[src/rtl/as_jtag_imem_tap.sv]
// JTAG TAP controller clocked entirely from clk_i that exposes an instruction
// memory scan chain (IMSCAN). TCK, TMS, TDI and TRST are oversampled through
// 2-flop synchronizers, and all TAP actions are keyed off detected TCK edges.
module as_jtag_imem_tap #(
    parameter int          IR_W        = 8,
    parameter int          IMEM_ADDR_W = 12,
    parameter int          INSTR_W     = 32,
    parameter logic [31:0] IDCODE_VAL  = 32'h1000_0001
) (
    input  logic                   clk_i,
    input  logic                   rst_i,
    input  logic                   tck_i,
    input  logic                   trst_i,
    input  logic                   tms_i,
    input  logic                   tdi_i,
    output logic                   tdo_o,
    input  logic [INSTR_W-1:0]     imrdata_i,
    output logic [IMEM_ADDR_W-1:0] imaddr_o,
    output logic [INSTR_W-1:0]     instr_o,
    output logic                   imwe_o
);

    localparam int SCAN_W = IMEM_ADDR_W + INSTR_W + 1;

    localparam logic [IR_W-1:0] IR_IDCODE  = IR_W'(8'h01);
    localparam logic [IR_W-1:0] IR_IMSCAN  = IR_W'(8'h80);
    localparam logic [IR_W-1:0] IR_CAPTURE = IR_W'(8'b0000_0001);

    localparam logic [3:0] ST_TLR      = 4'h0;
    localparam logic [3:0] ST_RTI      = 4'h1;
    localparam logic [3:0] ST_SEL_DR   = 4'h2;
    localparam logic [3:0] ST_CAP_DR   = 4'h3;
    localparam logic [3:0] ST_SHIFT_DR = 4'h4;
    localparam logic [3:0] ST_EXIT1_DR = 4'h5;
    localparam logic [3:0] ST_PAUSE_DR = 4'h6;
    localparam logic [3:0] ST_EXIT2_DR = 4'h7;
    localparam logic [3:0] ST_UPD_DR   = 4'h8;
    localparam logic [3:0] ST_SEL_IR   = 4'h9;
    localparam logic [3:0] ST_CAP_IR   = 4'hA;
    localparam logic [3:0] ST_SHIFT_IR = 4'hB;
    localparam logic [3:0] ST_EXIT1_IR = 4'hC;
    localparam logic [3:0] ST_PAUSE_IR = 4'hD;
    localparam logic [3:0] ST_EXIT2_IR = 4'hE;
    localparam logic [3:0] ST_UPD_IR   = 4'hF;

    // synchronizer and edge-detect flops
    logic tck_meta_r, tck_sync_r, tck_dly_r;
    logic tms_meta_r, tms_sync_r;
    logic tdi_meta_r, tdi_sync_r;
    logic trst_meta_r, trst_sync_r;

    logic tck_rise_s, tck_fall_s;

    logic [3:0]             state_r;
    logic [3:0]             next_state_s;
    logic [IR_W-1:0]        ir_r;
    logic [IR_W-1:0]        ir_sr_r;
    logic [31:0]            idcode_sr_r;
    logic                   bypass_sr_r;
    logic [SCAN_W-1:0]      scan_sr_r;
    logic                   sel_idcode_s;
    logic                   sel_imscan_s;
    logic                   enter_upd_dr_s;
    logic                   enter_upd_ir_s;
    logic                   in_shift_s;
    logic                   tdo_src_s;
    logic                   tdo_r;
    logic [IMEM_ADDR_W-1:0] imaddr_r;
    logic [INSTR_W-1:0]     instr_r;
    logic                   imwe_r;

    // Bring the asynchronous JTAG pins into the clk_i domain and delay TCK once more for edge detection
    always_ff @(posedge clk_i) begin
        if (rst_i) begin
            tck_meta_r  <= 1'b0;
            tck_sync_r  <= 1'b0;
            tck_dly_r   <= 1'b0;
            tms_meta_r  <= 1'b0;
            tms_sync_r  <= 1'b0;
            tdi_meta_r  <= 1'b0;
            tdi_sync_r  <= 1'b0;
            trst_meta_r <= 1'b0;
            trst_sync_r <= 1'b0;
        end else begin
            tck_meta_r  <= tck_i;
            tck_sync_r  <= tck_meta_r;
            tck_dly_r   <= tck_sync_r;
            tms_meta_r  <= tms_i;
            tms_sync_r  <= tms_meta_r;
            tdi_meta_r  <= tdi_i;
            tdi_sync_r  <= tdi_meta_r;
            trst_meta_r <= trst_i;
            trst_sync_r <= trst_meta_r;
        end
    end

    assign tck_rise_s = tck_sync_r & ~tck_dly_r;
    assign tck_fall_s = ~tck_sync_r & tck_dly_r;

    // Standard IEEE 1149.1 TMS transition table
    always_comb begin
        next_state_s = ST_TLR;
        case (state_r)
            ST_TLR:      next_state_s = tms_sync_r ? ST_TLR      : ST_RTI;
            ST_RTI:      next_state_s = tms_sync_r ? ST_SEL_DR   : ST_RTI;
            ST_SEL_DR:   next_state_s = tms_sync_r ? ST_SEL_IR   : ST_CAP_DR;
            ST_CAP_DR:   next_state_s = tms_sync_r ? ST_EXIT1_DR : ST_SHIFT_DR;
            ST_SHIFT_DR: next_state_s = tms_sync_r ? ST_EXIT1_DR : ST_SHIFT_DR;
            ST_EXIT1_DR: next_state_s = tms_sync_r ? ST_UPD_DR   : ST_PAUSE_DR;
            ST_PAUSE_DR: next_state_s = tms_sync_r ? ST_EXIT2_DR : ST_PAUSE_DR;
            ST_EXIT2_DR: next_state_s = tms_sync_r ? ST_UPD_DR   : ST_SHIFT_DR;
            ST_UPD_DR:   next_state_s = tms_sync_r ? ST_SEL_DR   : ST_RTI;
            ST_SEL_IR:   next_state_s = tms_sync_r ? ST_TLR      : ST_CAP_IR;
            ST_CAP_IR:   next_state_s = tms_sync_r ? ST_EXIT1_IR : ST_SHIFT_IR;
            ST_SHIFT_IR: next_state_s = tms_sync_r ? ST_EXIT1_IR : ST_SHIFT_IR;
            ST_EXIT1_IR: next_state_s = tms_sync_r ? ST_UPD_IR   : ST_PAUSE_IR;
            ST_PAUSE_IR: next_state_s = tms_sync_r ? ST_EXIT2_IR : ST_PAUSE_IR;
            ST_EXIT2_IR: next_state_s = tms_sync_r ? ST_UPD_IR   : ST_SHIFT_IR;
            ST_UPD_IR:   next_state_s = tms_sync_r ? ST_SEL_DR   : ST_RTI;
            default:     next_state_s = ST_TLR;
        endcase
    end

    // Instruction decode; every code other than IDCODE and IMSCAN selects BYPASS
    always_comb begin
        sel_idcode_s = 1'b0;
        sel_imscan_s = 1'b0;
        if (ir_r == IR_IDCODE) begin
            sel_idcode_s = 1'b1;
        end else if (ir_r == IR_IMSCAN) begin
            sel_imscan_s = 1'b1;
        end else begin
            sel_idcode_s = 1'b0;
        end
    end

    // Update actions fire only on the TCK rise that first enters an Update state
    assign enter_upd_dr_s = tck_rise_s && (next_state_s == ST_UPD_DR) && (state_r != ST_UPD_DR);
    assign enter_upd_ir_s = tck_rise_s && (next_state_s == ST_UPD_IR) && (state_r != ST_UPD_IR);
    assign in_shift_s     = (state_r == ST_SHIFT_DR) || (state_r == ST_SHIFT_IR);

    // TAP state register, advanced only on a detected TCK rise
    always_ff @(posedge clk_i) begin
        if (rst_i) begin
            state_r <= ST_TLR;
        end else if (trst_sync_r) begin
            state_r <= ST_TLR;
        end else if (tck_rise_s) begin
            state_r <= next_state_s;
        end else begin
            state_r <= state_r;
        end
    end

    // Instruction register and its shift stage
    always_ff @(posedge clk_i) begin
        if (rst_i) begin
            ir_r    <= IR_IDCODE;
            ir_sr_r <= '0;
        end else if (trst_sync_r || (state_r == ST_TLR)) begin
            ir_r    <= IR_IDCODE;
            ir_sr_r <= ir_sr_r;
        end else begin
            if (enter_upd_ir_s) begin
                ir_r <= ir_sr_r;
            end
            if (tck_rise_s && (state_r == ST_CAP_IR)) begin
                ir_sr_r <= IR_CAPTURE;
            end else if (tck_rise_s && (state_r == ST_SHIFT_IR)) begin
                ir_sr_r <= {ir_sr_r[IR_W-2:0], tdi_sync_r};
            end
        end
    end

    // Data registers: capture on the rise leaving Capture-DR, shift on every rise in Shift-DR
    always_ff @(posedge clk_i) begin
        if (rst_i) begin
            idcode_sr_r <= '0;
            bypass_sr_r <= 1'b0;
            scan_sr_r   <= '0;
        end else if (tck_rise_s && (state_r == ST_CAP_DR) && !trst_sync_r) begin
            if (sel_idcode_s) begin
                idcode_sr_r <= IDCODE_VAL;
            end else if (sel_imscan_s) begin
                scan_sr_r <= {imaddr_r, imrdata_i, 1'b0};
            end else begin
                bypass_sr_r <= 1'b0;
            end
        end else if (tck_rise_s && (state_r == ST_SHIFT_DR) && !trst_sync_r) begin
            if (sel_idcode_s) begin
                idcode_sr_r <= {idcode_sr_r[30:0], tdi_sync_r};
            end else if (sel_imscan_s) begin
                scan_sr_r <= {scan_sr_r[SCAN_W-2:0], tdi_sync_r};
            end else begin
                bypass_sr_r <= tdi_sync_r;
            end
        end
    end

    // I-Mem address/data latch and single-cycle write strobe on entry into Update-DR
    always_ff @(posedge clk_i) begin
        if (rst_i) begin
            imaddr_r <= '0;
            instr_r  <= '0;
            imwe_r   <= 1'b0;
        end else if (trst_sync_r) begin
            imwe_r   <= 1'b0;
        end else if (enter_upd_dr_s && sel_imscan_s) begin
            imaddr_r <= scan_sr_r[SCAN_W-1 -: IMEM_ADDR_W];
            instr_r  <= scan_sr_r[INSTR_W:1];
            imwe_r   <= scan_sr_r[0];
        end else begin
            imwe_r   <= 1'b0;
        end
    end

    // Select the MSB of whichever shift register is live in the current Shift state
    always_comb begin
        tdo_src_s = 1'b0;
        if (state_r == ST_SHIFT_IR) begin
            tdo_src_s = ir_sr_r[IR_W-1];
        end else if (sel_idcode_s) begin
            tdo_src_s = idcode_sr_r[31];
        end else if (sel_imscan_s) begin
            tdo_src_s = scan_sr_r[SCAN_W-1];
        end else begin
            tdo_src_s = bypass_sr_r;
        end
    end

    // TDO changes on the TCK fall while shifting and is held low outside Shift states
    always_ff @(posedge clk_i) begin
        if (rst_i) begin
            tdo_r <= 1'b0;
        end else if (trst_sync_r || !in_shift_s) begin
            tdo_r <= 1'b0;
        end else if (tck_fall_s) begin
            tdo_r <= tdo_src_s;
        end else begin
            tdo_r <= tdo_r;
        end
    end

    assign tdo_o    = tdo_r;
    assign imaddr_o = imaddr_r;
    assign instr_o  = instr_r;
    assign imwe_o   = imwe_r;

endmodule
[config.mk]
export PLATFORM = sky130hd
export DESIGN_NAME = as_jtag_imem_tap
export DESIGN_NICKNAME = d
export VERILOG_FILES = /design/src/rtl/as_jtag_imem_tap.sv
export SDC_FILE = /design/constraint.sdc
export NUM_CORES = 1
export LEC_CHECK = 0
export CAP_MARGIN = 5
export CORE_AREA = 5 5 122 124
export CTS_CLUSTER_SIZE = 14
export DETAILED_ROUTE_END_ITERATION = 16
export DIE_AREA = 0 0 127 129
export PLACE_DENSITY = 0.74
export SLEW_MARGIN = 20
export SYNTH_ARGS = -nofsm -noshare
export SYNTH_HDL_FRONTEND = slang
export SYNTH_SLANG_ARGS = --single-unit
[constraint.sdc]
create_clock -name clk_i -period 1.6 [get_ports clk_i]
set_input_delay 0.16 -clock clk_i [delete_from_list [all_inputs] [get_ports clk_i]]
set_output_delay 0.16 -clock clk_i [all_outputs]
set_load 0.005 [all_outputs]
Word-level counts from Yosys, hierarchy flattened. Index checks and enable logic that the tools add are counted.

Register bits: 153. Input bits: 38. Output and inout bits: 46.

Eq/ne operators: 29. Mux-type cells: 37. Bitwise gates (word level): 7. Reduce and logical (&&, ||, !) cells: 31.

Operators by type and width (count): 45-bit two-way mux (6); 32-bit two-way mux (4); 4-bit one-hot mux with 12 select lines (1); 4-bit equality test, second input constant (10); 4-bit by 3-bit equality test with 1-bit output, second input constant (4); 4-bit two-way mux (4); 8-bit two-way mux (2); 2-bit inequality test, second input constant (8); 1-bit two-way mux (15); 1-bit logical AND (11); 5-bit AND reduction (2); 2-bit OR reduction (5); 4-bit by 2-bit equality test with 1-bit output, second input constant (2); 8-bit by 1-bit equality test with 1-bit output, second input constant (1); 8-bit equality test, second input constant (1); 4-bit inequality test, second input constant (2); 2-bit two-way mux (3); 3-bit two-way mux (2); 3-bit OR reduction (2); 1-bit inverter (5); 4-bit by 1-bit equality test with 1-bit output, second input constant (1); 4-bit zero test (1); 2-bit AND reduction (2); 2-bit nonzero test (2); other kinds (4) (8).

Logic depth before layout (Yosys ltp).
Depth in word-level cells: 9. Gate-level depth with buffers: 7.

Worst setup path before layout. Ideal clock, no wire load.

Kind: register -> register. Start: reg ir_r[1]. End: reg idcode_sr_r[0]. Arrival: 1.513 ns. Data required time: 1.477 ns. Path slack: -0.037 ns. Stages on the path, launching flop included: 5. Buffers on the path: 0. Period minus slack after synthesis: 1.637 ns. Cells stage by stage: dfxtp_1 -> nor4_4 -> nand4b_2 -> nor2_4 -> mux2_1.

Word-level cells in the longest chain between the ends: 4.

Ends and longest elaborated chain: start, declared (line 56) `logic [IR_W-1:0] ir_r;`; start signal, assigned (line 165) `ir_r <= ir_sr_r;`; 8-bit by 1-bit equality test with 1-bit output * (line 128) `if (ir_r == IR_IDCODE) begin`; 1-bit two-way mux * (line 128); 2-bit inequality test (no line); 3-bit AND reduction (no line) *; end signal, assigned (line 191) `idcode_sr_r <= {idcode_sr_r[30:0], tdi_sync_r};`; end, declared (line 58) `logic [31:0] idcode_sr_r;`.

Every way passes the cells marked *; elsewhere a longest branch is shown, timed or not. A chain may end at the register's enable or synchronous reset.

Final worst setup path.
Start: reg ir_r[2]. End: reg instr_r[2] (netlist: instr_o[2]).

Word-level cells in the longest chain between the ends: 5.

Ends and longest elaborated chain: 8-bit equality test (line 130) `end else if (ir_r == IR_IMSCAN) begin`; 1-bit two-way mux (line 130); 1-bit two-way mux * (line 128); 1-bit logical AND * (line 208) `end else if (enter_upd_dr_s && sel_imscan_s) begin`; 2-bit AND reduction (no line) *; end signal, assigned (line 210) `instr_r <= scan_sr_r[INSTR_W:1];`; end, declared (line 69) `logic [INSTR_W-1:0] instr_r;`.

Marks and branches as above.

==> flow_metrics.env <==
export IMPL_post_route_drc_count=0
export IMPL_hpwl_um=10100
export IMPL_cts_max_path_buffers=2
export IMPL_fillers=903
export IMPL_gp_routability_congestion=0.831
export IMPL_power_density_nw_per_um2=872
export IMPL_required_ns=1.93
export IMPL_cts_root_buf="clkbuf_16"
export IMPL_cts_tree="done"
export IMPL_ys_ff_latch=153
export IMPL_finClkSkew_ns=0.0130
export IMPL_place_ws_ns=-0.149
export IMPL_synth_edff_count=0
export IMPL_grt_pass1_wl_um=29700
export IMPL_switching_share_pct=21.1
export IMPL_die_x_um=127
export IMPL_antenna_cells=0
export IMPL_syn_nets=741
export IMPL_crit_fanout=6
export IMPL_ir_drop_uv=958
export IMPL_fin_crit_ns=1.81
export IMPL_yosysWarnings=0
export IMPL_ys_seq_area_share_pct=46.3
export IMPL_fin_crit_sh_pct=113
export IMPL_final_common_cell="dfxtp_1"
export IMPL_start_kind="register"
export IMPL_drtIter0Drc=528
export IMPL_multi_input_comb_area_um2=3680
export IMPL_async_reset_ff_share_pct=0
export IMPL_final_layout_size_suffix_gt1_share_pct=31.9
export IMPL_num_vias=5991
export IMPL_power_frac_seq_pct=45.5
export IMPL_dieArea_um2=16400
export IMPL_clk_latency_ns=0.43
export IMPL_p_leak_nw=3.21
export IMPL_finalSetupViolations=115
export IMPL_violations="setup timing"
export IMPL_worst_pin_slew_ns=0.481
export IMPL_rsz0062_at_grt="yes"
export IMPL_yosys_most_used_dff="dfxtp_1"
export IMPL_whs_ns=0.126
export IMPL_wl_per_cell_um=20.6
export IMPL_drt_pass1_iterations=5
export IMPL_grt_max_degree=81
export IMPL_status="finished with violations"
export IMPL_setup_ws_ns=-0.212
export IMPL_row_count=43
export IMPL_vias_per_cell=5.89
export IMPL_detail_route_antenna_nets=0
export IMPL_h_tree_depth=4
export IMPL_hold_viol=0
export IMPL_max_freq_mhz=552
export IMPL_syn_inst=703
export IMPL_final_cell_mix="dfxtp_1 (144), clkdlybuf4s50_1 (82), nand2_1 (76)"
export IMPL_portBuffers=83
export IMPL_pwr_share_comb_pct=3.0
export IMPL_fin_nets=864
export IMPL_path_class="reg -> reg"
export IMPL_overflow=0
export IMPL_syn_area_um2=6620
export IMPL_die_y_um=129
export IMPL_ff_latch_area_um2=3080
export IMPL_core_area_um2=13700
export IMPL_endpoint_kind="register"
export IMPL_crit_arrival_ns=2.14
export IMPL_path_clk_slew_ns=0.06
export IMPL_p_clk_share_pct=51.5
export IMPL_drv_cap=0
export IMPL_p_int_mw=6.64
export IMPL_wl_um=21000
export IMPL_yosysUniqueCellTypes=54
export IMPL_syn2layout_area_growth_pct=45.7
export IMPL_ios=84
export IMPL_net_switching_power_mw=1.78
export IMPL_start_util_pct=48.4
export IMPL_hold_class="in -> reg"
export IMPL_track_usage_pct=22.7
export IMPL_max_slew_margin_pct=67.9
export IMPL_cts_made_buffers=17
export IMPL_antenna_found_initial=0
export IMPL_slew_violations=0
export IMPL_clock_sinks=153
export IMPL_cts_hold_buf=0
export IMPL_syn_avg_cell_area_um2=9.42
export IMPL_grt_pass1_vias=5890
-- power by group through the flow --
stage / clock [mW] / combinational (mW) / sequential (mW)
3_5_place_dp: 0 / 0.233 / 3.91
5_1_grt: 4.51 / 0.266 / 3.83
6_report: 4.34 / 0.253 / 3.83
2_1_floorplan: 0 / 0.103 / 3.91
3_3_place_gp: 0 / 0.231 / 3.91
4_1_cts: 4.31 / 0.239 / 3.83
-- worst max-delay path, cell delays in order (launching register included) --
cell,delay [ns]
dfxtp_1,0.34
nor4_4,0.34
buf_4,0.19
and4_4,0.30
buf_12,0.13
buf_16,0.12
nand2_1,0.06
a21oi_1,0.22
-- Yosys cell counts (all sizes together) (2+ instances only) --
master / n / share of area (%)
o21bai: 2 / 0.23
inv: 5 / 0.28
nor3b: 4 / 0.45
nand2b: 20 / 1.9
a211oi: 45 / 8.4
clkbuf: 35 / 2.1
mux2i: 68 / 10
nor3: 3 / 0.23
and4: 2 / 0.26
nor4b: 2 / 0.45
o41ai: 15 / 2.0
nand2: 108 / 6.1
dfxtp: 153 / 46
and2: 3 / 0.28
o21ai: 22 / 1.7
a31oi: 2 / 0.19
nor4: 5 / 0.93
a22oi: 8 / 0.91
nand3: 3 / 0.23
nor2: 65 / 3.8
o2111ai: 2 / 0.26
nor2b: 30 / 2.8
and3: 3 / 0.28
a21oi: 53 / 4.0
buf: 24 / 2.8
a221oi: 3 / 0.40
-- cell type report --
class / instances / share of cell area (%)
clock inverter: 10 / 1.74
tap: 180 / 2.33
timing repair buffer: 163 / 20.9
inverter: 5 / 0.195
sequential: 153 / 31.9
multi-input combinational: 486 / 38.1
clock buffer: 21 / 4.77
-- logic make-up after synthesis --
logic type / count (synthesis) / synth area share [%]
muxes: 69 / 10.5
AOI/OAI and AO/OA: 160 / 19.1
xor gates and xnor gates: 2 / 0.265
and+or+nand+nor: 255 / 18.8
buffers and inverters: 64 / 5.14
DFF: 153 / 46.3
-- registers in the layout, indices dropped and copies added, names as in the netlist --
signal       cells
tms_meta_r       1
tck_dly_r        1
tck_sync_r       1
tms_sync_r       1
tdi_meta_r       1
scan_sr_r       45
ir_r             8
tck_meta_r       1
trst_sync_r      1
trst_meta_r      1
instr_o         32
imaddr_o        12
imwe_o           1
idcode_sr_r     32
tdo_o            1
state_r          4
tdi_sync_r       1
ir_sr_r          8
bypass_sr_r      1
-- repair_timing --
action,4_1_cts,5_1_grt
gates cloned,12,7
pin swaps,25,45
resized for setup,63,106
endpoints found under the setup margin,128,130
setup buffers,15,10
-- layer usage --
metal,vias to the layer above,share of wire [%],GRT usage [%]
li1,2715,-,-
met1,2899,39,26.7
met2,284,50,38.9
met3,93,5.9,5.44
met4,0,4.8,10.9
met5,-,0,0
-- through the flow --
stage	instance area, um^2	util (%)	setup TNS (ns)	total power [mW]	std cells
final	9650	70.6	-10.43	8.42	1018
after global routing	9650	70.6	-16.28	8.61	1018
after CTS	9100	66.6	-4.79	8.38	1005
after detailed placement	7810	57.1	-8.80	4.15	948
after global placement	7810	57.1	-2.02	4.14	948
after floorplan	6620	-	-0.173	4.01	703
-- worst paths after layout --
path	startpoint	endpoint	slack, ns	cells past startpoint
worst max-delay path	ir_r[2]$_SDFFE_PP0P_	instr_o[2]$_SDFFE_PP0P_	-0.21	7
worst min-delay path	rst_i	state_r[3]$_SDFFE_PP0P_	0.13	3
worst max register to register	ir_r[2]$_SDFFE_PP0P_	instr_o[2]$_SDFFE_PP0P_	-0.21	7
worst min register to register	trst_meta_r$_SDFF_PP0_	trst_sync_r$_SDFF_PP0_	0.44	1
Power figures use the tool's default switching activity.
